`src/rtl/io_pin_bridge_pkg.sv`:
```
// io_pin_bridge_pkg
// Shared constants for the GPIO pin bridge: bulk port index helpers and the
// pin direction encoding. No ports.
package io_pin_bridge_pkg;

    // Direction encoding used on pin_dir
    localparam logic DIR_OUT = 1'b1;

    // Defaults used by the top level and the bench
    localparam int IO_PINS_DEFAULT    = 4;
    localparam int DATA_WIDTH_DEFAULT = 8;

    // Bulk write port sits right after the per-pin ports, bulk read after that
    function automatic int bulk_wr_idx(input int io_pins);
        return io_pins;
    endfunction

    function automatic int bulk_rd_idx(input int io_pins);
        return io_pins + 1;
    endfunction

endpackage

```
`src/rtl/io_pin_bridge_if.sv`:
```
// io_pin_bridge_if
// Message-port bundle between the CPU/memory interconnect and the pin bridge.
// Ports:
//   port_active_in   bridge -> CPU, one-cycle valid pulse per port
//   port_data_in     bridge -> CPU, port k at bits k*DATA_WIDTH +: DATA_WIDTH
//   port_active_out  CPU -> bridge, one-cycle valid strobe per port
//   port_data_out    CPU -> bridge, same packing
// Modports: master = CPU side, slave = bridge side.
interface io_pin_bridge_if #(
    parameter int IO_PINS    = 4,
    parameter int DATA_WIDTH = 8
);
    localparam int NPORTS = IO_PINS + 2;

    logic [NPORTS-1:0]            port_active_in;
    logic [NPORTS-1:0]            port_active_out;
    logic [NPORTS*DATA_WIDTH-1:0] port_data_in;
    logic [NPORTS*DATA_WIDTH-1:0] port_data_out;

    modport master (
        input  port_active_in,
        input  port_data_in,
        output port_active_out,
        output port_data_out
    );

    modport slave (
        output port_active_in,
        output port_data_in,
        input  port_active_out,
        input  port_data_out
    );

endinterface

```
`src/rtl/io_pin_sync.sv`:
```
// io_pin_sync
// Two-flop synchronizer for asynchronous pad levels.
// Ports:
//   clk, rst  clock and asynchronous active-high reset
//   d         asynchronous input vector
//   q         synchronized output (second stage)
module io_pin_sync #(
    parameter int WIDTH = 4
) (
    input  logic             clk,
    input  logic             rst,
    input  logic [WIDTH-1:0] d,
    output logic [WIDTH-1:0] q
);

    logic [WIDTH-1:0] meta_d, meta_q;
    logic [WIDTH-1:0] sync_d, sync_q;

    always_comb begin
        meta_d = d;
        sync_d = meta_q;
    end

    always_ff @(posedge clk or posedge rst) begin
        if (rst) begin
            meta_q <= '0;
            sync_q <= '0;
        end else begin
            meta_q <= meta_d;
            sync_q <= sync_d;
        end
    end

    assign q = sync_q;

endmodule

```
`src/rtl/io_pin_bridge.sv`:
```
// io_pin_bridge
// Bridges IO_PINS GPIO pins to IO_PINS+2 message ports.
//   ports 0..IO_PINS-1 : one port per pin (write drives output pin, read
//                        reports input pin changes)
//   port IO_PINS       : bulk write, drives all output pins at once
//   port IO_PINS+1     : bulk read, reports any input pin change
// Ports:
//   clk, rst      clock and asynchronous active-high reset
//   pin_dir       per-pin direction, 1 = output
//   pin_data_in   raw pad levels (asynchronous)
//   pin_data_out  registered output levels to the pads
//   bus           message ports (slave side of io_pin_bridge_if)
module io_pin_bridge
    import io_pin_bridge_pkg::*;
#(
    parameter int IO_PINS    = IO_PINS_DEFAULT,
    parameter int DATA_WIDTH = DATA_WIDTH_DEFAULT
) (
    input  logic               clk,
    input  logic               rst,
    input  logic [IO_PINS-1:0] pin_dir,
    input  logic [IO_PINS-1:0] pin_data_in,
    output logic [IO_PINS-1:0] pin_data_out,
    io_pin_bridge_if.slave     bus
);

    localparam int NPORTS  = IO_PINS + 2;
    localparam int BULK_WR = bulk_wr_idx(IO_PINS);
    localparam int BULK_RD = bulk_rd_idx(IO_PINS);

    logic [IO_PINS-1:0]            sync2;
    logic [IO_PINS-1:0]            prev_d, prev_q;
    logic [IO_PINS-1:0]            out_d, out_q;
    logic [IO_PINS-1:0]            chg;
    logic [IO_PINS-1:0]            is_out;
    logic [IO_PINS-1:0]            rd_vec;
    logic [NPORTS-1:0]             active_in_d, active_in_q;
    logic [NPORTS*DATA_WIDTH-1:0]  data_in_d, data_in_q;

    // Bulk-read data slice and the upper bits of per-pin write data are never used.
    logic unused_bus;
    assign unused_bus = ^bus.port_data_out ^ bus.port_active_out[BULK_RD];

    io_pin_sync #(.WIDTH(IO_PINS)) u_sync (
        .clk (clk),
        .rst (rst),
        .d   (pin_data_in),
        .q   (sync2)
    );

    // prev tracks sync2 regardless of direction so a direction flip never
    // exposes a stale level as a change.
    assign prev_d = sync2;

    for (genvar p = 0; p < IO_PINS; p++) begin : g_pin
        assign is_out[p] = (pin_dir[p] == DIR_OUT);
        assign chg[p]    = (sync2[p] != prev_q[p]) && !is_out[p];
        assign rd_vec[p] = is_out[p] ? out_q[p] : sync2[p];

        // Per-pin strobe takes priority over the bulk write for the same pin.
        assign out_d[p] = !is_out[p]                  ? out_q[p] :
                          bus.port_active_out[p]       ? bus.port_data_out[p*DATA_WIDTH] :
                          bus.port_active_out[BULK_WR] ? bus.port_data_out[BULK_WR*DATA_WIDTH + p] :
                                                         out_q[p];

        assign active_in_d[p] = chg[p];
        assign data_in_d[p*DATA_WIDTH +: DATA_WIDTH] =
            chg[p] ? DATA_WIDTH'(sync2[p]) : data_in_q[p*DATA_WIDTH +: DATA_WIDTH];
    end

    always_comb begin
        active_in_d[BULK_WR] = 1'b0;
        active_in_d[BULK_RD] = |chg;
        data_in_d[BULK_WR*DATA_WIDTH +: DATA_WIDTH] = '0;
        data_in_d[BULK_RD*DATA_WIDTH +: DATA_WIDTH] =
            (|chg) ? DATA_WIDTH'(rd_vec) : data_in_q[BULK_RD*DATA_WIDTH +: DATA_WIDTH];
    end

    always_ff @(posedge clk or posedge rst) begin
        if (rst) begin
            prev_q      <= '0;
            out_q       <= '0;
            active_in_q <= '0;
            data_in_q   <= '0;
        end else begin
            prev_q      <= prev_d;
            out_q       <= out_d;
            active_in_q <= active_in_d;
            data_in_q   <= data_in_d;
        end
    end

    assign pin_data_out       = out_q;
    assign bus.port_active_in = active_in_q;
    assign bus.port_data_in   = data_in_q;

endmodule

```
`src/flat_wrapper.sv`:
```
// flat-port wrapper written by rule: the top's interface ports become plain ports
module io_pin_bridge_flat import io_pin_bridge_pkg::*;
#(
    parameter int IO_PINS    = IO_PINS_DEFAULT,
    parameter int DATA_WIDTH = DATA_WIDTH_DEFAULT
)
  (clk, rst, pin_dir, pin_data_in, pin_data_out, bus_port_active_in, bus_port_data_in, bus_port_active_out, bus_port_data_out);
  io_pin_bridge_if #(.IO_PINS(IO_PINS), .DATA_WIDTH(DATA_WIDTH)) bus_i ();
  input  logic clk;
  input  logic rst;
  input  logic [IO_PINS-1:0] pin_dir;
  input  logic [IO_PINS-1:0] pin_data_in;
  output logic [IO_PINS-1:0] pin_data_out;
  output wire logic [$bits(bus_i.port_active_in)-1:0] bus_port_active_in;
  output wire logic [$bits(bus_i.port_data_in)-1:0] bus_port_data_in;
  input wire logic [$bits(bus_i.port_active_out)-1:0] bus_port_active_out;
  input wire logic [$bits(bus_i.port_data_out)-1:0] bus_port_data_out;
  assign bus_port_active_in = bus_i.port_active_in;
  assign bus_port_data_in = bus_i.port_data_in;
  assign bus_i.port_active_out = bus_port_active_out;
  assign bus_i.port_data_out = bus_port_data_out;
  io_pin_bridge #(.IO_PINS(IO_PINS), .DATA_WIDTH(DATA_WIDTH)) u_core (.clk(clk), .rst(rst), .pin_dir(pin_dir), .pin_data_in(pin_data_in), .pin_data_out(pin_data_out), .bus(bus_i));
endmodule
```
`config.mk`:
```
export PLATFORM = sky130hd
export DESIGN_NAME = io_pin_bridge_flat
export DESIGN_NICKNAME = d
export VERILOG_FILES = /design/src/rtl/io_pin_bridge_pkg.sv /design/src/rtl/io_pin_bridge_if.sv /design/src/rtl/io_pin_sync.sv /design/src/rtl/io_pin_bridge.sv /design/src/flat_wrapper.sv
export SDC_FILE = /design/constraint.sdc
export NUM_CORES = 1
export LEC_CHECK = 0
export BUFFER_PORTS_ARGS = -buffer_cell sky130_fd_sc_hd__buf_2
export CORE_ASPECT_RATIO = 1.25
export CORE_MARGIN = 10
export CORE_UTILIZATION = 35
export CTS_BUF_LIST = sky130_fd_sc_hd__clkbuf_8
export DETAILED_ROUTE_END_ITERATION = 12
export PLACE_DENSITY = 0.78
export SKIP_LAST_GASP = 1
export SLEW_MARGIN = 20
export SYNTH_ARGS = -nofsm -noshare
export SYNTH_HDL_FRONTEND = slang
export SYNTH_SLANG_ARGS = --single-unit
```
`constraint.sdc`:
```
create_clock -name clk -period 1.4 [get_ports clk]
set_input_delay 0.28 -clock clk [delete_from_list [all_inputs] [get_ports clk]]
set_output_delay 0.28 -clock clk [all_outputs]
set_load 0.1 [all_outputs]
```
# ---- After elaboration in Yosys (flattened, before gate mapping)
# Cells that the tools add are included.
dict set report word_totals {
  reg_bits 29
  input_bits 64
  out_inout_bits 58
}
dict set report op_classes {
  eq_ne 4
  muxes 12
  n_reduce_logical 17
}
# cell n
set ops {}
lappend ops {{1-bit two-way mux} 12}
lappend ops {{2-bit AND reduction} 4}
lappend ops {{2-bit nonzero test} 4}
lappend ops {{1-bit logical AND} 4}
lappend ops {{1-bit logical NOT} 4}
lappend ops {{1-bit != test} 4}
lappend ops {{4-bit OR reduction} 1}

# ---- Logic depth before layout (Yosys ltp)
dict set report logic_depth {
  depth_word 3
  mapped_depth 4
  ltp_nobuf 4
}

# ---- By module
# A second synthesis with hierarchy kept.
dict set report hier_totals {
  hier_cells 128
  hier_area_um2 1398.8
}
# module instances cells_each area_each_um2 seq_area_each_um2
set by_module_without_submodules {}
lappend by_module_without_submodules {io_pin_bridge 1 119 1194.9 525.5}
lappend by_module_without_submodules {io_pin_sync 1 9 203.9 200.2}

# ---- Worst setup path before layout
# Ideal clock, no wire load.
dict set report synth_path {
  path_kind {register to register}
  start {register u_core.out_q[2] (netlist: u_core.pin_data_out[2])}
  end {register u_core.data_in_q[42] (netlist: u_core.bus.port_data_in[42])}
  arrival_ns 1.397
  path_slack_ns -0.123
  path_stages_with_launch 3
  path_buffers 0
  period_less_slack_ns 1.523
  path_cell_list {dfrtp_1 -> mux2_2 -> mux2_2}
}
dict set report synth_via {
  elab_chain_cells 1
}
# element line
set synth_lines {}
lappend synth_lines {{from (decl)} io_pin_bridge.sv:33} ;# logic [IO_PINS-1:0] out_d, out_q;
lappend synth_lines {{from (signal assigned)} io_pin_bridge.sv:87} ;# out_q <= out_d;
lappend synth_lines {{1-bit two-way mux} io_pin_bridge.sv:58} ;# assign rd_vec[p] = is_out[p] ? out_q[p] : sync2[p];
lappend synth_lines {{to (signal assigned)} io_pin_bridge.sv:89} ;# data_in_q <= data_in_d;
lappend synth_lines {{to (decl)} io_pin_bridge.sv:38} ;# logic [NPORTS*DATA_WIDTH-1:0] data_in_d, data_in_q;
# No other way between the ends.
# A chain may end at the register's enable or synchronous reset.

# ---- Worst setup path in the final report
dict set report layout_path {
  start {register u_core.prev_q[3]}
  end {register u_core.data_in_q[41] (netlist: u_core.bus.port_data_in[41])}
}
dict set report layout_via {
  elab_chain_cells 3
}
# element line
set layout_lines {}
lappend layout_lines {{from (decl)} io_pin_bridge.sv:32} ;# logic [IO_PINS-1:0] prev_d, prev_q;
lappend layout_lines {{from (signal assigned)} io_pin_bridge.sv:86} ;# prev_q <= prev_d;
lappend layout_lines {{1-bit != test} io_pin_bridge.sv:57} ;# assign chg[p] = (sync2[p] != prev_q[p]) && !is_out[p];
lappend layout_lines {{1-bit logical AND} io_pin_bridge.sv:57}
lappend layout_lines {{named net u_core.active_in_d[3]} io_pin_bridge.sv:37} ;# logic [NPORTS-1:0] active_in_d, active_in_q;
lappend layout_lines {{4-bit OR reduction} io_pin_bridge.sv:76} ;# (|chg) ? DATA_WIDTH'(rd_vec) : data_in_q[BULK_RD*DATA_WIDTH +: DATA_WIDTH];
# The timed path passes the listed nets, and every way through them passes these cells.

==> results.cfg <==
[timing]
drv_slew = 0
setup_viol = 4
period_share_pct = 110
skew_ps = 7.53
rsz0062_at_grt = true
setup_ws_ps = -134
tns_ps = -468
max_freq_ghz = 0.652
period_minus_slack_ps = 1530
hold_viol = 0

[synthesis]
ys_seq_area_share_pct = 51.8
yosys.area_share.xor_xnor_pct = 2.50
synth_edf_count = 0
synthMuxAreaShare_pct = 6.43
synth_cell_types = 16
synth.top_cell.area_share_pct = 51.8
synth_area_sq_mm = 0.00140
synth_compound_area_share_pct = 7.95
async_flop_share_pct = 100
syn_inst = 128
synthSimpleGateAreaFrac_pct = 7.42
synth.most_common_cell = buf_4
yosysWarnings = 0
yosys_most_used_dff = dfrtp_1
synth_area_leaders = dfrtp_1 52%, buf_4 22%, mux2_2 6.4%
ys_top_cells_by_count = 41 x buf_4, 29 x dfrtp_1, 14 x o21ai_0
synth_largest_area_cell = dfrtp_1
synth_fa_ha_area_share_pct = 0
synth_area_per_cell_sq_um = 10.9
ys_ff_latch = 29
synth_top_family_by_area = buffers and inverters

[critical_path]
r2r-start = u_core.prev_q[3]$_DFF_PP0_
endpoint_kind = flop
slowest_delay_ps = 420
reg2reg_slack_ps = -130
crit_family = flip-flops
r2r-end = u_core.bus.port_data_in[41]$_DFFE_PP0P_
critical_path.max_fanout = 3
cp-start-kind = flop
worstPathCellList = xnor2_2, nor2_2, nor4_4, buf_4, mux2_2
slowest_stage = dfrtp_1
reg2reg_depth = 5
crit_type = flop to flop
path_buf_inv = 1
required_ps = 1550
arrival_ps = 1690

[final_layout]
area_delta_synth_final_pct = 30.1
fin_nets = 249
final_cells = 239
num_antenna_cells = 0
drive_gt1_share_pct = 40.5
finish.instance_area_sq_mm = 0.00182

[clock_network]
htreeDepth = 2
insertion_delay_ps = 270
cts_sinks = 29
clkTransAtPathRegs_ps = 60
clockRootBuffer = clkbuf_8
clk_path_buf_depth = 2
numCtsBuffers = 5
cts_tree = done

[place]
finalWeightedCongestion = 0.733
hpwl_mm = 2.44
post-place-ws_ps = -125
place_area_sq_mm = 0.00169
port_buffers = 39
placed_cells = 230

[die]
die_w_um = 76.6
rows = 25
die_y_um = 90.7
core-area_sq_mm = 0.00382
dieArea_sq_mm = 0.00695
ios = 122
start_util_pct = 36.7

[outcome]
status = finished with violations
violations = setup timing

[grt]
grt_pass1_wl_mm = 4.69
grt_max_degree = 30
grt.overflow.total = 0
grt_usage_pct = 8.38
antenna_found_initial = 0
grt_pass1_vias = 1033

[routing]
first_pass_iters = 2
final_antenna_net_count = 0
avgRoutedWirePerCell_um = 12.5
remaining_drc_errors = 0
drt_iter0_drc = 25
vias = 928
finalWirelength_mm = 2.99
vias_per_cell = 3.88

[power_and_ir_drop]
switchingPower_mw = 1.44
ir_drop_mv = 0.561
p_seq_share_pct = 32.8
power_density_mw_per_mm2 = 1660
power.total_mw = 3.02
internal_power_mw = 1.58
switching_share_pct = 47.8
p_leak_nw = 0.942
combPwrFrac_pct = 45.5
p_clk_share_pct = 21.7

[run]
drv_cap = 0

[min_path]
min_path_type = primary input to async pin
## final cells by class
class                      count  area [sq um]
clock buffer                   6          82.6
clock inverter                 1          3.75
fill                         386          1990
inverter                       6          22.5
multi-input combinational     92           524
sequential                    29           731
tap                           54          67.6
timing repair buffer          51           390
## how the worst max path moves through the flow
stage / start / endpoint / cells after the start
finish: u_core.prev_q[3]$_DFF_PP0_ / u_core.bus.port_data_in[41]$_DFFE_PP0P_ / 5
global route: u_core.prev_q[3]$_DFF_PP0_ / u_core.bus.port_data_in[42]$_DFFE_PP0P_ / 5
CTS: u_core.u_sync.q[1]$_DFF_PP0_ / u_core.bus.port_data_in[41]$_DFFE_PP0P_ / 5
detailed placement: u_core.u_sync.q[1]$_DFF_PP0_ / u_core.bus.port_data_in[42]$_DFFE_PP0P_ / 5
global placement: u_core.prev_q[1]$_DFF_PP0_ / u_core.bus.port_data_in[41]$_DFFE_PP0P_ / 5
floorplan: u_core.u_sync.q[1]$_DFF_PP0_ / u_core.bus.port_data_in[40]$_DFFE_PP0P_ / 4
## per-stage QoR
stage                     hold WS, ps  util, %
after global placement            332     44.3
final                            65.1     47.7
after global routing             98.7     47.7
after floorplan                   311        -
after CTS                        72.9     46.6
after detailed placement          336     44.3
## tightest hold or removal path: stages
cell and delay, ps:
buf_2 90, inv_1 40, buf_4 330
## state kept, by name, indices dropped and copies added, names as in the netlist
signal,flops
u_core.bus.port_active_in,5
u_core.u_sync.q,4
u_core.u_sync.meta_q,4
u_core.bus.port_data_in,8
u_core.pin_data_out,4
u_core.prev_q,4
## per-layer routing
metal  global-route usage (%)  vias to the layer above  wire length [um]
li1                         -                      447                 -
met1                     8.44                      419              1190
met2                     12.9                       56              1430
met3                     5.48                        6               320
met4                     4.66                        0                48
met5                        0                        -                 0
## repair_timing
action,4_1_cts,5_1_grt
hold buffers,0,0
resized for setup,0,7
setup buffers,0,2
endpoints found under the setup margin,4,4
pin swaps,0,3
## logic make-up (layout without fill, tap and decap cells)
family,count (synthesis),after routing
buf+inv,47,64
flops,29,29
compound gates,21,21
simple gates,18,18
mux,8,8
xor+xnor,4,4
other cells,1,41
## cell usage in the layout, fill, tap and decap left out
master and count:
nand2_1 6, dfrtp_1 25, nor2_1 3, a31oi_1 2, nand3b_1 1, conb_1 41
dfrtp_2 4, clkbuf_8 6, nor2b_1 2, and3b_1 2, buf_12 7, nor4_4 1
inv_1 7, xnor2_1 2, o21ai_0 14, nor2_2 3, buf_2 32, a22o_1 1
mux2_4 2, buf_4 12, a21oi_1 4, xnor2_2 2, mux2_2 6
## power by group through the flow
stage	combinational, mW	sequential (mW)	clock (mW)
floorplan	0.690	1.46	0
global placement	1.35	0.998	0
detailed placement	1.35	1.00	0
CTS	1.35	0.989	0.678
global route	1.42	1.00	0.709
finish	1.37	0.991	0.653
No activity file was read; power rests on OpenSTA's default activity.
